File: src/rtl/core_wbarb.sv
// Two-master wishbone arbiter (fetch = m0, mau = m1), round-robin on ties.
// Optional bus watchdog enabled by defining CORE_WBARB_TIMEOUT_EN.
module core_wbarb #(
  parameter int AW        = 32,
  parameter int DW        = 32,
  parameter int TO_CYCLES = 64
) (
  input  logic            clk,
  input  logic            rst,
  input  logic            m0_cyc_i,
  input  logic            m0_we_i,
  input  logic [AW-1:0]   m0_adr_i,
  input  logic [DW-1:0]   m0_dat_i,
  input  logic [DW/8-1:0] m0_sel_i,
  output logic [DW-1:0]   m0_dat_o,
  output logic            m0_ack_o,
  output logic            m0_err_o,
  output logic            m0_try_o,
  input  logic            m1_cyc_i,
  input  logic            m1_we_i,
  input  logic [AW-1:0]   m1_adr_i,
  input  logic [DW-1:0]   m1_dat_i,
  input  logic [DW/8-1:0] m1_sel_i,
  output logic [DW-1:0]   m1_dat_o,
  output logic            m1_ack_o,
  output logic            m1_err_o,
  output logic            m1_try_o,
  output logic            cyc_o,
  output logic            we_o,
  output logic [AW-1:0]   adr_o,
  output logic [DW-1:0]   dat_o,
  output logic [DW/8-1:0] sel_o,
  input  logic [DW-1:0]   dat_i,
  input  logic            ack_i,
  input  logic            err_i,
  input  logic            try_i,
  output logic [1:0]      gnt_o
);

`ifdef CORE_WBARB_TIMEOUT_EN
  typedef enum logic [1:0] {
    IDLE  = 2'd0,
    GNT0  = 2'd1,
    GNT1  = 2'd2,
    ABORT = 2'd3
  } state_t;
`else
  typedef enum logic [1:0] {
    IDLE = 2'd0,
    GNT0 = 2'd1,
    GNT1 = 2'd2
  } state_t;
`endif

  state_t state_q, state_d;
  logic   last_q, last_d;
  logic   g0, g1;
  logic   to_hit;

  assign g0    = (state_q == GNT0);
  assign g1    = (state_q == GNT1);
  assign gnt_o = {g1, g0};

`ifdef CORE_WBARB_TIMEOUT_EN
  localparam int CW = $clog2(TO_CYCLES) + 1;

  logic [CW-1:0] cnt_q;
  logic          own_q;
  logic          own_cyc;
  logic          resp;

  assign resp    = ack_i | err_i | try_i;
  assign own_cyc = own_q ? m1_cyc_i : m0_cyc_i;
  assign to_hit  = (g0 | g1) & cyc_o & ~resp &
                   (cnt_q == CW'(TO_CYCLES - 1));

  // Counter sits at zero outside a grant, so grant entry starts it clean.
  always_ff @(posedge clk) begin
    if (rst || !(g0 || g1) || resp)
      cnt_q <= '0;
    else if (cyc_o)
      cnt_q <= cnt_q + 1'b1;
  end

  always_ff @(posedge clk) begin
    if (rst)
      own_q <= 1'b0;
    else if (to_hit)
      own_q <= g1;
  end
`else
  assign to_hit = 1'b0;
`endif

  always_ff @(posedge clk) begin
    if (rst) begin
      state_q <= IDLE;
      last_q  <= 1'b1;
    end else begin
      state_q <= state_d;
      last_q  <= last_d;
    end
  end

  always_comb begin
    state_d = state_q;
    last_d  = last_q;
    unique case (state_q)
      IDLE: begin
        if (m0_cyc_i && (!m1_cyc_i || last_q))
          state_d = GNT0;
        else if (m1_cyc_i)
          state_d = GNT1;
      end
      GNT0: begin
        if (!m0_cyc_i) begin
          state_d = IDLE;
          last_d  = 1'b0;
        end
`ifdef CORE_WBARB_TIMEOUT_EN
        else if (to_hit)
          state_d = ABORT;
`endif
      end
      GNT1: begin
        if (!m1_cyc_i) begin
          state_d = IDLE;
          last_d  = 1'b1;
        end
`ifdef CORE_WBARB_TIMEOUT_EN
        else if (to_hit)
          state_d = ABORT;
`endif
      end
`ifdef CORE_WBARB_TIMEOUT_EN
      ABORT: begin
        if (!own_cyc) begin
          state_d = IDLE;
          last_d  = own_q;
        end
      end
`endif
      default: state_d = IDLE;
    endcase
  end

  always_comb begin
    cyc_o = 1'b0;
    we_o  = 1'b0;
    adr_o = '0;
    dat_o = '0;
    sel_o = '0;
    unique case (1'b1)
      g0: begin
        cyc_o = m0_cyc_i;
        we_o  = m0_we_i;
        adr_o = m0_adr_i;
        dat_o = m0_dat_i;
        sel_o = m0_sel_i;
      end
      g1: begin
        cyc_o = m1_cyc_i;
        we_o  = m1_we_i;
        adr_o = m1_adr_i;
        dat_o = m1_dat_i;
        sel_o = m1_sel_i;
      end
      default: ;
    endcase
  end

  assign m0_dat_o = dat_i;
  assign m1_dat_o = dat_i;
  assign m0_ack_o = g0 & ack_i;
  assign m1_ack_o = g1 & ack_i;
  assign m0_try_o = g0 & try_i;
  assign m1_try_o = g1 & try_i;
  assign m0_err_o = g0 & (err_i | to_hit);
  assign m1_err_o = g1 & (err_i | to_hit);

endmodule

File: config.mk
export PLATFORM = sky130hd
export DESIGN_NAME = core_wbarb
export DESIGN_NICKNAME = d
export VERILOG_FILES = /design/src/rtl/core_wbarb.sv
export SDC_FILE = /design/constraint.sdc
export NUM_CORES = 1
export LEC_CHECK = 0
export BUFFER_PORTS_ARGS = -buffer_cell sky130_fd_sc_hd__buf_2
export CAP_MARGIN = 20
export CORE_AREA = 2 2 125 127
export DETAILED_ROUTE_END_ITERATION = 7
export DIE_AREA = 0 0 127 129
export GPL_TIMING_DRIVEN = 0
export PLACE_DENSITY = 0.44
export SLEW_MARGIN = 20
export SYNTH_ARGS = -nofsm -noshare
export SYNTH_HDL_FRONTEND = slang
export SYNTH_SLANG_ARGS = --single-unit
File: constraint.sdc
create_clock -name clk -period 2.1 [get_ports clk]
set_input_delay 0.42 -clock clk [delete_from_list [all_inputs] [get_ports clk]]
set_output_delay 0.42 -clock clk [all_outputs]
set_load 0.01 [all_outputs]
==> results.md, run 1 <==
* Worst vdd rail ir drop at 0.3806 mV
* Overflow after GRT at 0
* Register bit total from synthesis at 3
* Lkg Pwr at 2.041 nW
* NetSw at 0.5048 mW
* First-pass GRT wire length at 13270 microns
* Period utilization at 96.39%
* CP Data Required Time at 1.68 ns
* Met3 routed WL at 834 microns
* Crit path capture type: output port
* HP Start: rst
* Seq pwr share at 5.5%
* Cells after Synth at 259
* Routed wl met2 at 5348 microns
* Crit path DAT at 1.60 ns
* Worst Hold End: state_q[0]$_SDFFE_PP0P_
* # rows at 45
* DIE HEIGHT at 129 microns
* PwrDens at 354.5 mW/mm^2
* Max clock buf depth at 2
* Most frequent cells in the layout: buf_2, buf_4, nor2b_1, a22oi_1, a22oi_2
* Dpl hpwl at 8377 microns
* Post-synthesis sequential area ratio at 3.340%
* Hold WS at 0.3729 ns
* Drc violations at 0
* Tmin final at 2.024 ns
* Gr usage total at 10.09%
* Endpoints failing setup at 0
* CP startpoint kind: register
* Cell area after synthesis at 0.001798 sq mm
* WL per Instance at 13.09 microns
* Area delta synth->final at 110.9%
* Post-Syn Nets at 440
* Comb power frac at 71.7%
* Switching share of power at 37.56%
* RSZ-0062 raised after global routing: false
* Clock power frac at 22.8%
* Yosys Warn Count at 0
* Hold Path Class: in2reg
* Fill cells at 1700
* Starting Density at 12.01%
* CTS root buf: clkbuf_16
* CTS tree: built
* Routability cong. at 0.7578
* Worst-case clock skew at 0.001860 ns
* Status: complete, no violations
* Width of the die at 127 microns
* CTS Sinks at 3
* Number of port buffers at 286
* Pin count of the biggest net entering global routing at 11
* Hold path depth at 2
* Final std cells w/o fill at 740
* Layout cell share with drive strength beyond 1 at 73.01%
* Ports at 319
* Commonest non-fill, non-tap cell in the layout: buf_2
* Worst flop-to-flop path startpoint: state_q[0]$_SDFFE_PP0P_
* RR Endpoint: state_q[0]$_SDFFE_PP0P_
* Vias at 2960
* Initial antenna violation count at 0
* Final count of hold timing violations at 0
* CTS clk-pin slew, worst paths at 0.03 ns
* Vias in the first global route at 2665
* CTS H-tree depth at 1
* Dpl cells at 733
* FF-to-FF path depth at 7
* Post-route ant nets at 0
* Worst skew pair latency at 0.23 ns
* Max-slew headroom at 82.19%
* Final TNS setup at 0 ns
* R2R setup slack at 0.24 ns
* Worst Tran Pin Value at 0.2671 ns
* # diodes at 0
* Starting DRT DRC Count at 71
* Syn avg cell area at 6.942 sq um
* Routed WL at 9689 microns
* Final Max Tran Viols at 0
* Max Cap Viol at 0
* Cell Int Power at 0.8390 mW
* Nets at 734
* M1 wire length at 3455 microns
* CP Max Fanout at 10
* Achievable frequency at 494.0 MHz
* Highest metal layer with signal wires: met4
* Cts bufs inserted at 3
* Via density at 4.000
* Placeable Area at 0.01498 sq mm
* DRT Pass-1 Iters at 4
* Die area at 0.01638 sq mm
* Setup CP Type: reg2out
* Count of cell types in the netlist at 21
==> registers in the layout (all words and copies together), names as in the netlist <==
signal,flops
last_q,1
state_q,2
==> metrics by stage <==
stage	area (sq um)	util (%)	total power, mW	setup slack (ns)
5_1_grt	3791	25.31	1.448	0.001488
3_3_place_gp	3465	23.13	0.9418	-0.3249
3_5_place_dp	3465	23.13	0.9482	-0.3623
4_1_cts	3727	24.89	1.343	-0.02280
6_report	3791	25.31	1.344	0.07577
2_1_floorplan	1798	-	0.5704	0.2747
==> what timing repair did <==
item,CTS,global route
pin swaps,0,2
resized for setup,60,22
setup endpoints to repair,73,58
buffers inserted,2,1
hold buffers,0,0
==> logic make-up (layout without fill, tap and decap cells) <==
kind of cell | count (synthesis) | count (layout) | share of synthesized area [%]
AND/OR/NAND/NOR | 81 | 81 | 28.46
flip-flops | 3 | 3 | 3.340
buffers and inverters | 93 | 386 | 33.40
AO/OA/AOI/OAI | 78 | 78 | 32.01
adder cells (fa/ha/maj) | 4 | 4 | 2.784
==> cell type report <==
class	instances	area [sq um]	area share, %
Multi-Input combinational cell	163	1242	32.77
Tap cell	188	235.2	6.205
Timing Repair Buffer	289	1458	38.45
Clock buffer	4	78.83	2.079
Sequential cell	3	65.06	1.716
Buffer	89	694.4	18.32
Inverter	4	17.52	0.4620
==> worst max path at each step <==
stage / start / cells past startpoint / end / slack, ns
finish: state_q[0]$_SDFFE_PP0P_ / 8 / adr_o[14] / 0.08
global route: state_q[1]$_SDFFE_PP0P_ / 7 / dat_o[13] / 0.001
CTS: state_q[0]$_SDFFE_PP0P_ / 8 / adr_o[8] / -0.02
detailed placement: state_q[0]$_SDFFE_PP0P_ / 8 / adr_o[8] / -0.36
global placement: state_q[0]$_SDFFE_PP0P_ / 8 / adr_o[8] / -0.32
floorplan: state_q[0]$_SDFFE_PP0P_ / 7 / adr_o[6] / 0.27
==> metal layers <==
layer | vias up | GRT usage, %
li1 | 1426 | -
met1 | 1344 | 11.15
met2 | 184 | 20.68
met3 | 6 | 1.497
met4 | 0 | 1.293
met5 | - | 0
==> power groups by stage <==
stage | Sequential [mW] | Combinational (mW) | Clock [mW]
final | 0.0737 | 0.964 | 0.307
after global routing | 0.0749 | 1.06 | 0.318
after CTS | 0.0731 | 0.957 | 0.312
after detailed placement | 0.0706 | 0.878 | 0
after global placement | 0.0700 | 0.872 | 0
after floorplan | 0.0686 | 0.502 | 0
==> critical path: stages, from the launching register on <==
cell and delay (ns):
dfxtp_4 0.37, inv_4 0.05, ha_4 0.16, buf_8 0.13, buf_8 0.12, buf_8 0.13, a22oi_1 0.19, nor2b_2 0.08
buf_2 0.14
==> Yosys cell counts <==
| cell | number | area (sq um) |
|---|---|---|
| a22oi_1 | 69 | 518.0 |
| nor2b_1 | 69 | 431.7 |
| buf_4 | 66 | 495.5 |
| clkbuf_1 | 15 | 56.30 |
| and2_1 | 6 | 37.54 |
| buf_1 | 5 | 18.77 |
| a21oi_1 | 4 | 20.02 |
| ha_1 | 4 | 50.05 |
| inv_1 | 4 | 15.01 |
| buf_2 | 3 | 15.01 |
| dfxtp_1 | 3 | 60.06 |
| o21ai_0 | 2 | 10.01 |
| a2111o_1 | 1 | 11.26 |
| a22o_1 | 1 | 8.760 |
| and2_2 | 1 | 7.510 |
| and2b_1 | 1 | 7.510 |
| nand2b_1 | 1 | 6.260 |
| nor2_1 | 1 | 3.750 |
| nor3b_1 | 1 | 7.510 |
| o21bai_1 | 1 | 7.510 |
| or4b_1 | 1 | 10.01 |
Note: power is estimated with default switching activity, not from simulation.
==> inputs of run 2 (changes only) <==
SETUP_SLACK_MARGIN = 0.15   (was not set)
==> results.md, run 2 (same netlist as run 1, synthesis figures left out) <==
* Status: complete, no violations
* Worst Tran Pin Value at 0.2151 ns
* WL per Instance at 13.45 microns
* Hold path depth at 2
* DRT Pass-1 Iters at 4
* Multi-input gate area at 0.001406 sq mm
* # rows at 45
* Lkg Pwr at 2.171 nW
* CTS root buf: clkbuf_16
* Worst vdd rail ir drop at 0.3799 mV
* CTS clk-pin slew, worst paths at 0.03 ns
* CP startpoint kind: register
* Routability cong. at 0.7578
* Number of port buffers at 286
* Post-route ant nets at 0
* Crit path capture type: output port
* Cts bufs inserted at 3
* Layout cell share with drive strength beyond 1 at 79.82%
* Overflow after GRT at 0
* Max clock buf depth at 2
* Util after Layout at 28.28%
* Number of flip-flops in the largest register at 2
* Starting DRT DRC Count at 45
* Final Max Tran Viols at 0
* Pin count of the biggest net entering global routing at 11
* Dpl hpwl at 8377 microns
* Gr usage total at 10.29%
* Tmin final at 2.043 ns
* PwrDens at 368.7 mW/mm^2
* Vias at 3007
* Nets at 747
* Drc violations at 0
* Max Cap Viol at 0
* Final WS setup at 0.05689 ns
* Area delta synth->final at 135.6%
* # diodes at 0
* Largest register by flop count: state_q
* Max-slew headroom at 85.63%
* DP Worst Slack at -0.3623 ns
* Width of the die at 127 microns
* Routed WL at 10130 microns
* Ports at 319
* CTS H-tree depth at 1
* Setup CP Type: reg2out
* Worst-case clock skew at 0.001286 ns
* Die area at 0.01638 sq mm
* Commonest non-fill, non-tap cell in the layout: buf_2
* Fill cells at 1647
* Period utilization at 97.29%
* Initial antenna violation count at 0
* Top flop regs: state_q: 2 flops, last_q: 1 flops
* FF-to-FF path depth at 7
* Crit path DAT at 1.62 ns
* Hold Path Class: in2reg
* CP Max Fanout at 10
* # hold bufs at CTS at 0
* Starting Density at 12.01%
* Achievable frequency at 489.5 MHz
* Worst skew pair latency at 0.23 ns
* Endpoints failing setup at 0
* Most frequent cells in the layout: buf_2, buf_4, nor2b_1, a22oi_2, a22oi_1
* Final TNS setup at 0 ns
* First-pass GRT wire length at 13520 microns
* Via density at 3.993
* Placeable Area at 0.01498 sq mm
* Final count of hold timing violations at 0
* DIE HEIGHT at 129 microns
* CTS tree: built
* RSZ-0062 raised after global routing: true
* CTS Sinks at 3
* CP Data Required Time at 1.68 ns
* Vias in the first global route at 2713
* Register Area at 67.56 sq um
==> run 2: cell types whose count changed in the layout (fill, tap and decap cells not counted), sizes merged <==
cell    previous run  this run
buf              369       378
clkbuf            13        17
==> run 2: final timing paths <==
check                                               end                    start  slack [ns]
worst min-delay path            state_q[0]$_SDFFE_PP0P_                      rst        0.37
worst min register to register  state_q[0]$_SDFFE_PP0P_  state_q[0]$_SDFFE_PP0P_        0.53
worst max-delay path                           adr_o[8]  state_q[0]$_SDFFE_PP0P_        0.06
worst max register to register  state_q[0]$_SDFFE_PP0P_  state_q[0]$_SDFFE_PP0P_        0.25
==> run 2: timing repair <==
| action | 4_1_cts | 5_1_grt |
|---|---|---|
| setup buffers | 4 | 8 |
| endpoints found under the setup margin | 73 | 70 |
| resized for setup | 84 | 65 |
| pin swaps | 3 | 8 |
| cloned | 2 | 2 |
==> run 2: report_power, final <==
| group | internal, mW | switching, mW |
|---|---|---|
| clock network | 0.251 | 0.0596 |
| logic | 0.674 | 0.503 |
| registers | 0.0642 | 0.00973 |
==> run 2: worst max-delay path, cell delays in order, from the launching register on <==
cell and delay, ns:
dfxtp_4 0.38, inv_6 0.05, ha_4 0.16, clkbuf_16 0.15, buf_8 0.13, buf_12 0.14
a22oi_2 0.17, nor2b_2 0.07, buf_2 0.14
==> run 2: area by class of cell <==
class,count,share of cell area (%)
sequential,3,1.595
timing repair buffer,302,38.55
clock buffer,4,1.861
tap,188,5.554
multi-input combinational,163,33.21
buffer,89,18.76
inverter,4,0.4727
==> run 2: through the flow <==
step / instances / hold WS [ns] / instance area, sq um / total power, mW
global route: 753 / 0.3998 / 4235 / 1.666
global placement: 733 / 0.4881 / 3465 / 0.9418
floorplan: 259 / 0.4607 / 1798 / 0.5704
CTS: 743 / 0.3744 / 3861 / 1.407
detailed placement: 733 / 0.5118 / 3465 / 0.9482
finish: 753 / 0.3678 / 4235 / 1.562
==> run 2: per-layer routing <==
metal / part of all wire (%) / wire (microns) / track usage [%] / up-vias
met5: 0 / 0 / 0 / -
met4: 0.43 / 44 / 1.099 / 0
met3: 7.2 / 726 / 1.414 / 6
met2: 56 / 5644 / 21.35 / 175
met1: 37 / 3713 / 11.32 / 1370
li1: - / - / - / 1456
